<file path="config.mk">
export PLATFORM = sky130hd
export DESIGN_NAME = clock_gen
export DESIGN_NICKNAME = d
export VERILOG_FILES = /design/src/rtl/clock_gen_pkg.sv /design/src/rtl/clock_gen_phase_ctr.sv /design/src/rtl/clock_gen.sv
export SDC_FILE = /design/constraint.sdc
export NUM_CORES = 1
export LEC_CHECK = 0
export CORE_ASPECT_RATIO = 0.9
export CORE_UTILIZATION = 50
export DETAILED_ROUTE_END_ITERATION = 10
export PLACE_DENSITY = 0.74
export SYNTH_ARGS = -nofsm -noshare
export SYNTH_HDL_FRONTEND = slang
export SYNTH_SLANG_ARGS = --single-unit
export TNS_END_PERCENT = 100
</file>
<file path="constraint.sdc">
create_clock -name clk -period 6.31 [get_ports clk]
set_input_delay 0.631 -clock clk [delete_from_list [all_inputs] [get_ports clk]]
set_output_delay 0.631 -clock clk [all_outputs]
set_load 0.05 [all_outputs]
</file>
<file path="src/rtl/clock_gen_pkg.sv">
// -----------------------------------------------------------------------------
// clock_gen_pkg
// Shared constants and elaboration-time helpers for the clock_gen block.
//   DEF_PERIOD / DEF_CNT_W / DEF_MAX_CYCLES : default parameter values
//   clamp_period(p)   : period with the lower bound of 2 applied
//   low_phase(p)      : number of low phases per derived period (floor(P/2))
//   ph_width(p)       : bit width of the phase counter for the clamped period
//   max_reachable(m,w): whether a w-bit counter can ever hold the value m
// -----------------------------------------------------------------------------
package clock_gen_pkg;

  localparam int DEF_PERIOD     = 10;
  localparam int DEF_CNT_W      = 32;
  localparam int DEF_MAX_CYCLES = 100;

  function automatic int clamp_period(input int p);
    return (p < 2) ? 2 : p;
  endfunction

  function automatic int low_phase(input int p);
    return clamp_period(p) / 2;
  endfunction

  function automatic int ph_width(input int p);
    return $clog2(clamp_period(p));
  endfunction

  // A target beyond the counter's saturation value can never be reached, so
  // done must never assert in that case (the truncated compare would lie).
  function automatic bit max_reachable(input int max_cycles, input int cnt_w);
    if (cnt_w >= 31) return 1'b1;
    return max_cycles <= ((1 << cnt_w) - 1);
  endfunction

endpackage

</file>
<file path="src/rtl/clock_gen_phase_ctr.sv">
// -----------------------------------------------------------------------------
// clock_gen_phase_ctr
// Wrapping phase counter 0..P-1 (P = clamped PERIOD) with run enable and a
// synchronous clear. The next-phase value is exported so the parent can
// register its outputs from the same value the counter is about to load.
//   clk     : system clock
//   reset   : asynchronous, active-high reset (phase -> 0)
//   en      : advance/load enable; phase holds when low
//   clr     : force the next phase to 0 (used to park the counter)
//   ph_next : phase value that will be loaded on the next enabled edge
// -----------------------------------------------------------------------------
module clock_gen_phase_ctr
  import clock_gen_pkg::*;
#(
  parameter int PERIOD = DEF_PERIOD,
  parameter int W      = ph_width(PERIOD)
) (
  input  logic         clk,
  input  logic         reset,
  input  logic         en,
  input  logic         clr,
  output logic [W-1:0] ph_next
);

  localparam int         P    = clamp_period(PERIOD);
  localparam logic [W-1:0] LAST = W'(P - 1);

  logic [W-1:0] ph;

  always_comb begin
    ph_next = '0;
    if (clr)
      ph_next = '0;
    else if (ph == LAST)
      ph_next = '0;
    else
      ph_next = ph + W'(1);
  end

  always_ff @(posedge clk or posedge reset) begin
    if (reset)
      ph <= '0;
    else if (en)
      ph <= ph_next;
  end

endmodule

</file>
<file path="src/rtl/clock_gen.sv">
// -----------------------------------------------------------------------------
// clock_gen
// Derived-clock generator and run-length limiter. clk_out has a period of
// max(PERIOD,2) clk cycles: low for floor(P/2) phases, high for the rest.
// rise/fall are one-clk strobes aligned with the registered clk_out edges,
// cycle_cnt counts clk_out rising edges (saturating), and done is a sticky
// flag set when cycle_cnt reaches MAX_CYCLES.
//
// Optional feature macro: CLOCK_GEN_STOP_EN
//   defined   : once done is set, clk_out is parked low (one final fall strobe
//               if it was high), the phase counter parks at 0 and cycle_cnt
//               freezes.
//   undefined : clk_out keeps running after done.
//
// Ports
//   clk       : system clock, all state updates on posedge
//   reset     : asynchronous, active-high reset
//   en        : run enable; when low all state holds and strobes are 0
//   clk_out   : derived clock (registered, glitch-free)
//   rise      : one-clk pulse coincident with clk_out 0->1
//   fall      : one-clk pulse coincident with clk_out 1->0
//   cycle_cnt : clk_out rising edges since reset, saturates at all-ones
//   done      : sticky, set when cycle_cnt reaches MAX_CYCLES
// -----------------------------------------------------------------------------
module clock_gen
  import clock_gen_pkg::*;
#(
  parameter int PERIOD     = DEF_PERIOD,
  parameter int CNT_W      = DEF_CNT_W,
  parameter int MAX_CYCLES = DEF_MAX_CYCLES
) (
  input  logic             clk,
  input  logic             reset,
  input  logic             en,
  output logic             clk_out,
  output logic             rise,
  output logic             fall,
  output logic [CNT_W-1:0] cycle_cnt,
  output logic             done
);

  localparam int               W       = ph_width(PERIOD);
  localparam logic [W-1:0]     LOW     = W'(low_phase(PERIOD));
  localparam logic [CNT_W-1:0] CNT_SAT = '1;
  localparam logic [CNT_W-1:0] MAX_VAL = CNT_W'(MAX_CYCLES);
  localparam bit               MAX_OK  = max_reachable(MAX_CYCLES, CNT_W);
  localparam bit               MAX_ZERO = (MAX_CYCLES == 0);

  logic             stop;
  logic [W-1:0]     ph_next;
  logic             out_next;
  logic             rise_next;
  logic             fall_next;
  logic [CNT_W-1:0] cnt_next;
  logic             done_hit;

`ifdef CLOCK_GEN_STOP_EN
  assign stop = done;
`else
  assign stop = 1'b0;
`endif

  clock_gen_phase_ctr #(
    .PERIOD (PERIOD),
    .W      (W)
  ) u_phase_ctr (
    .clk     (clk),
    .reset   (reset),
    .en      (en),
    .clr     (stop),
    .ph_next (ph_next)
  );

  // While stopped the counter is parked at 0, which would otherwise read as a
  // fall every edge; the only fall allowed is the one taking clk_out low.
  always_comb begin
    out_next  = 1'b0;
    rise_next = 1'b0;
    fall_next = 1'b0;
    if (stop) begin
      fall_next = clk_out;
    end else begin
      out_next  = (ph_next >= LOW);
      rise_next = (ph_next == LOW);
      fall_next = (ph_next == '0);
    end
  end

  always_comb begin
    cnt_next = cycle_cnt;
    if (rise_next && (cycle_cnt != CNT_SAT))
      cnt_next = cycle_cnt + CNT_W'(1);
  end

  // MAX_CYCLES of 0 is met by the very first enabled edge regardless of count.
  assign done_hit = MAX_ZERO || (MAX_OK && (cnt_next == MAX_VAL));

  always_ff @(posedge clk or posedge reset) begin
    if (reset) begin
      clk_out   <= 1'b0;
      rise      <= 1'b0;
      fall      <= 1'b0;
      cycle_cnt <= '0;
      done      <= 1'b0;
    end else if (en) begin
      clk_out   <= out_next;
      rise      <= rise_next;
      fall      <= fall_next;
      cycle_cnt <= cnt_next;
      done      <= done | done_hit;
    end else begin
      rise      <= 1'b0;
      fall      <= 1'b0;
    end
  end

endmodule

</file>
## Word level (Yosys, flattened, before mapping)

Cells that the tools add are included.
W data, S select, Z words.

- Output and inout port bits: 36
- Memories kept: 0
- Word-level logic and storage cells: 20
- Register bits after elaboration: 40
- Bits in writable memories: 0
- Latch bits: 0
- ROM bits: 0

- Equality and inequality tests: 4
- Shifts and indexed selects: 0
- Div/mod/pow operators: 0
- Bitwise operators: 1
- Multiplexer cells: 4
- $lt $le $gt $ge: 1
- Reduce and logical (&&, ||, !) cells: 2
- Add/subtract/negate cells: 2
- Multiply operators: 0

Operators with widths:

| cell | number |
|---|---|
| $add A32 B1 Y32 const B | 1 |
| $eq A32 B7 Y1 const B | 1 |
| $mux W32 | 1 |
| $ne A32 B32 Y1 const B | 1 |
| $add A4 B1 Y4 const B | 1 |
| $eq A4 B3 Y1 const B | 1 |
| $eq A4 B4 Y1 const B | 1 |
| $ge A4 B3 Y1 const B | 1 |
| $logic_not A4 Y1 | 1 |
| $mux W4 | 1 |
| $mux W1 | 2 |
| $logic_and A1 B1 Y1 | 1 |
| $or A1 B1 Y1 | 1 |

## Longest topological paths before layout

- Depth after elaboration: 7
- Mapped depth: 10
- Gate-level depth less buffers: 8

## Cells and area by module

From an unflattened synthesis, not the netlist that was laid out.

- Cells, all modules: 288
- Area total of the unflattened synthesis: 2651.3 µm²

By module, submodules not included:

| module | cells an instance | area each (µm²) | times used |
|---|---|---|---|
| clock_gen | 259 | 2379.8 | 1 |
| clock_gen_phase_ctr | 29 | 271.5 | 1 |

## Least setup slack after synthesis

No wires, ideal clock.

- Kind: register to register
- Start: reg cycle_cnt[0]
- End: reg done
- Buffers on the path: 0
- Arrival time: 2946 ps
- Cell stages (with the launch flop): 9
- Required time: 6241 ps
- Period minus slack after synthesis: 3015 ps
- Slack: 3295 ps
- Cells stage by stage: dfrtp_1 -> ha_1 -> nand3_2 -> or3_4 -> nor3_2 -> xor2_1 -> or4b_4 -> nor4_2 -> a41o_1

- Word-level cells in the longest chain between the ends: 5
- Elaborated cells on any way between the ends: 6
- Classes of those cells: 1 x add/sub; 2 x eq/ne; 1 x mux; 1 x bitwise; 1 x reduce/logical

Ends and longest elaborated chain:

| what | RTL line | text |
|---|---|---|
| start: declaration | clock_gen.sv:38 | `output logic [CNT_W-1:0] cycle_cnt,` |
| start signal: assignment | clock_gen.sv:109 | `cycle_cnt <= cnt_next;` |
| parallel branches: the longest is 2 deep, another holds $add A32 B1 Y32 | -- |  |
| $mux W32 * | clock_gen.sv:91 | `if (rise_next && (cycle_cnt != CNT_SAT))` |
| $eq A32 B7 Y1 * | clock_gen.sv:96 | `assign done_hit = MAX_ZERO \|\| (MAX_OK && (cnt_next == MAX_VAL));` |
| $or A1 B1 Y1 * | clock_gen.sv:110 | `done <= done \| done_hit;` |
| end signal: assignment | clock_gen.sv:110 |  |
| end: declaration | clock_gen.sv:39 | `output logic done` |

Every way passes the cells marked *.
A chain may end at the register's enable or synchronous reset.

## Worst setup path in the final report

- Start: reg u_phase_ctr.ph[1]
- End: reg cycle_cnt[18]

- Word-level cells in the longest chain between the ends: 5
- Elaborated cells on any way between the ends: 6
- Classes of those cells: 1 x add/sub; 2 x eq/ne; 2 x mux; 1 x reduce/logical

Ends and longest elaborated chain:

| what | RTL line | text |
|---|---|---|
| start: declaration | clock_gen_phase_ctr.sv:28 | `logic [W-1:0] ph;` |
| start signal: assignment | clock_gen_phase_ctr.sv:44 | `ph <= ph_next;` |
| $add A4 B1 Y4 or $eq A4 B4 Y1 (tied branches) | clock_gen_phase_ctr.sv:37, clock_gen_phase_ctr.sv:34 |  |
| $mux W4 * | clock_gen_phase_ctr.sv:34 | `else if (ph == LAST)` |
| $eq A4 B3 Y1 * | clock_gen.sv:84 | `rise_next = (ph_next == LOW);` |
| $logic_and A1 B1 Y1 * | clock_gen.sv:91 |  |
| $mux W32 * | clock_gen.sv:91 |  |

Mark *: on every way between the ends. The rest lies on a longest branch, timed or not.

==> metrics.cfg <==
[run_status]
status = complete, no violations

[cts]
cts_resized = 0
cts_buffer_depth = 2
clock_sinks = 40
cts_buffers = 5
cts_setup_buffers = 0
cts_tree = yes
hold_buffers = 0
root_buffer = clkbuf_8
cts.clk_slew.worst_paths_ns = 0.08
cts.htree.levels = 2
clk_latency_ns = 0.29

[yosys]
syn_inst = 279
synth_top_cell_by_area = dfrtp_1
async_reset_ff_share_pct = 100
ys_seq_area_share_pct = 37.7
synth_top_area_share_pct = 37.7
synth.most_common_cell = dfrtp_1
syn_nets = 283
netlist_area_sq_mm = 0.00265
synth_edf_count = 0
yosys-top-cells-area = dfrtp_1 38%, xor2_1 6.9%, xnor2_1 6.6%
ys_types = 60
ys_ff_latch = 40
avgSynthCellArea_sq_um = 9.51
synthFlopType = dfrtp_1
yosysWarnings = 0
ys_top_cells_by_count = 40 x dfrtp_1, 24 x nor2_1, 23 x nand2_1

[worst_setup_path]
end_kind = flip-flop
rrSetupSlack_ns = 3.30
crit_cells = 6
cp_max_fo = 18
r2r_cells = 6
cp_cell_sequence = or4b_4, a31oi_2, nand2_1, nor2_1, nand4_1, xnor2_1
r2r_end = cycle_cnt[18]
crit_slowest_cell = a31oi_2
start_kind = flip-flop
timing.critical_path.slowest_cell_delay_ns = 0.64
crit_buf_inv = 0
endpoint = cycle_cnt[18]
crit_arrival_ns = 3.19
critical-path-top-delay-family = simple AND/OR/NAND/NOR gates
reg2reg_from = u_phase_ctr.ph[1]
path_class = reg2reg
required_ns = 6.49
startpoint = u_phase_ctr.ph[1]

[sta]
rsz0062_at_grt = false
worst_pin_slew_ns = 0.769
period_share_pct = 47.8
fmax_ghz = 0.332
slew_viol_final = 0
final_hold_viol_count = 0
setup_viol = 0
fin_tns_setup_ns = 0
fin_skew_ns = 0.00677
max_slew_margin_pct = 48.6
setup_ws_ns = 3.30
finalCriticalPeriod_ns = 3.01

[place]
routabilityCongestion = 0.877
hpwl_mm = 4.09
port_buffers = 38
place_worst_setup_slack_ns = 3.33

[layout]
multi_input_area_sq_mm = 0.00147
finalNetCount = 307
syn_to_final_growth_pct = 16.4
ff_latch_area_sq_mm = 0.00100
insertedDiodeCount = 0
layout-drive-gt1-share_pct = 9.90
nFillCells = 438

[global_route]
grt_pass1_vias = 1920
globalRouteTotalUtil_pct = 22.2
grt-ovfl-total = 0
grt_start_max_net_pins = 41
grt_pass1_wl_mm = 9.62
antenna_found_initial = 0

[floorplan]
io_pins = 39
die-area_sq_mm = 0.00560
start_util_pct = 53.2
core_sq_mm = 0.00498
die_width_um = 78.8
die_y_um = 71.1
num_rows = 24

[route]
num_vias = 2142
via_per_inst = 5.82
postRouteAntennaNets = 0
drt_pass1_iterations = 4
drtIter0Drc = 177
wl_per_cell_um = 15.5
wl_mm = 5.72
drcViolationCount = 0

[pwr]
ir_drop_uv = 173
p_per_area_mw_per_mm2 = 256
p_leak_nw = 1.33

[min_path]
hold_class = reg2reg

[flow_run]
drv_cap = 0

[registers in the layout (all words and copies together) (netlist names)]
| name | flops |
|---|---|
| cycle_cnt | 32 |
| u_phase_ctr.ph | 4 |
| clk_out | 1 |
| done | 1 |
| fall | 1 |
| rise | 1 |
[metrics by stage]
step / hold slack, ns / util (%) / power (mW) / cell area, sq um / instances
after floorplan: 0.535 / - / 0.511 / 2650 / 279
after global routing: 0.546 / 61.9 / 0.834 / 3090 / 368
after CTS: 0.495 / 61.9 / 0.797 / 3090 / 368
after global placement: 0.480 / 59.4 / 0.545 / 2960 / 361
after detailed placement: 0.469 / 59.4 / 0.552 / 2960 / 361
final: 0.499 / 61.9 / 0.791 / 3090 / 368
[cells by family after synthesis]
logic type	count (synthesis)	synth area share, %
and+or+nand+nor	127	28.2
AOI/OAI and AO/OA	41	12.4
xor gates and xnor gates	41	13.5
DFF	40	37.7
buffers and inverters	27	6.88
muxes	2	0.801
adders and majority gates	1	0.471
[power breakdown]
part / leakage, nW / total (mW) / switching, mW / internal [mW]
Combinational: 0.724 / 0.214 / 0.132 / 0.0817
Sequential: 0.539 / 0.332 / 0.0482 / 0.284
Clock: 0.0642 / 0.245 / 0.0889 / 0.156
Total: 1.33 / 0.791 / 0.270 / 0.521
[layer usage]
metal  wire length (um)  share of wire (%)  global-route usage [%]
met1               2900                 51                    34.4
met2               2490                 44                    31.7
met3                294                5.1                    4.00
met4                 34               0.59                    5.35
met5                  0                  0                       0
[worst register-to-register path, stage by stage (launching register included)]
cell	delay [ns]
dfrtp_1	0.48
or4b_4	0.62
a31oi_2	0.65
nand2_1	0.46
nor2_1	0.39
nand4_1	0.16
xnor2_1	0.15
[cell usage in the layout (no fill, tap or decap), types with 4 or more instances in the layout]
master / synthesis / routed
dfrtp_1: 40 / 40
clkdlybuf4s50_1: 0 / 38
nor2_1: 24 / 24
nand2_1: 23 / 23
xor2_1: 21 / 21
nand3_1: 20 / 20
xnor2_1: 20 / 20
nand4_1: 11 / 11
and3_1: 10 / 10
nor3_1: 9 / 9
o21ai_0: 6 / 6
a21oi_1: 6 / 6
inv_1: 5 / 5
a31oi_1: 5 / 5
clkbuf_8: 0 / 5
and2_1: 4 / 4
[cell type report]
type / count / share of cell area, %
Clock inverter: 2 / 1.94
Clock buffer: 5 / 2.23
Multi-Input combinational cell: 212 / 47.6
Timing Repair Buffer: 39 / 12.6
Tap cell: 65 / 2.63
Sequential cell: 40 / 32.4
Inverter: 5 / 0.608
[worst min-delay path by stage]
stage	startpoint	to	cells past startpoint
5_1_grt	done	done	1
3_3_place_gp	done	done	1
2_1_floorplan	u_phase_ctr.ph[0]	u_phase_ctr.ph[0]	1
4_1_cts	done	done	1
6_report	done	done	1
3_5_place_dp	done	done	1
Power figures use the tool's default switching activity.
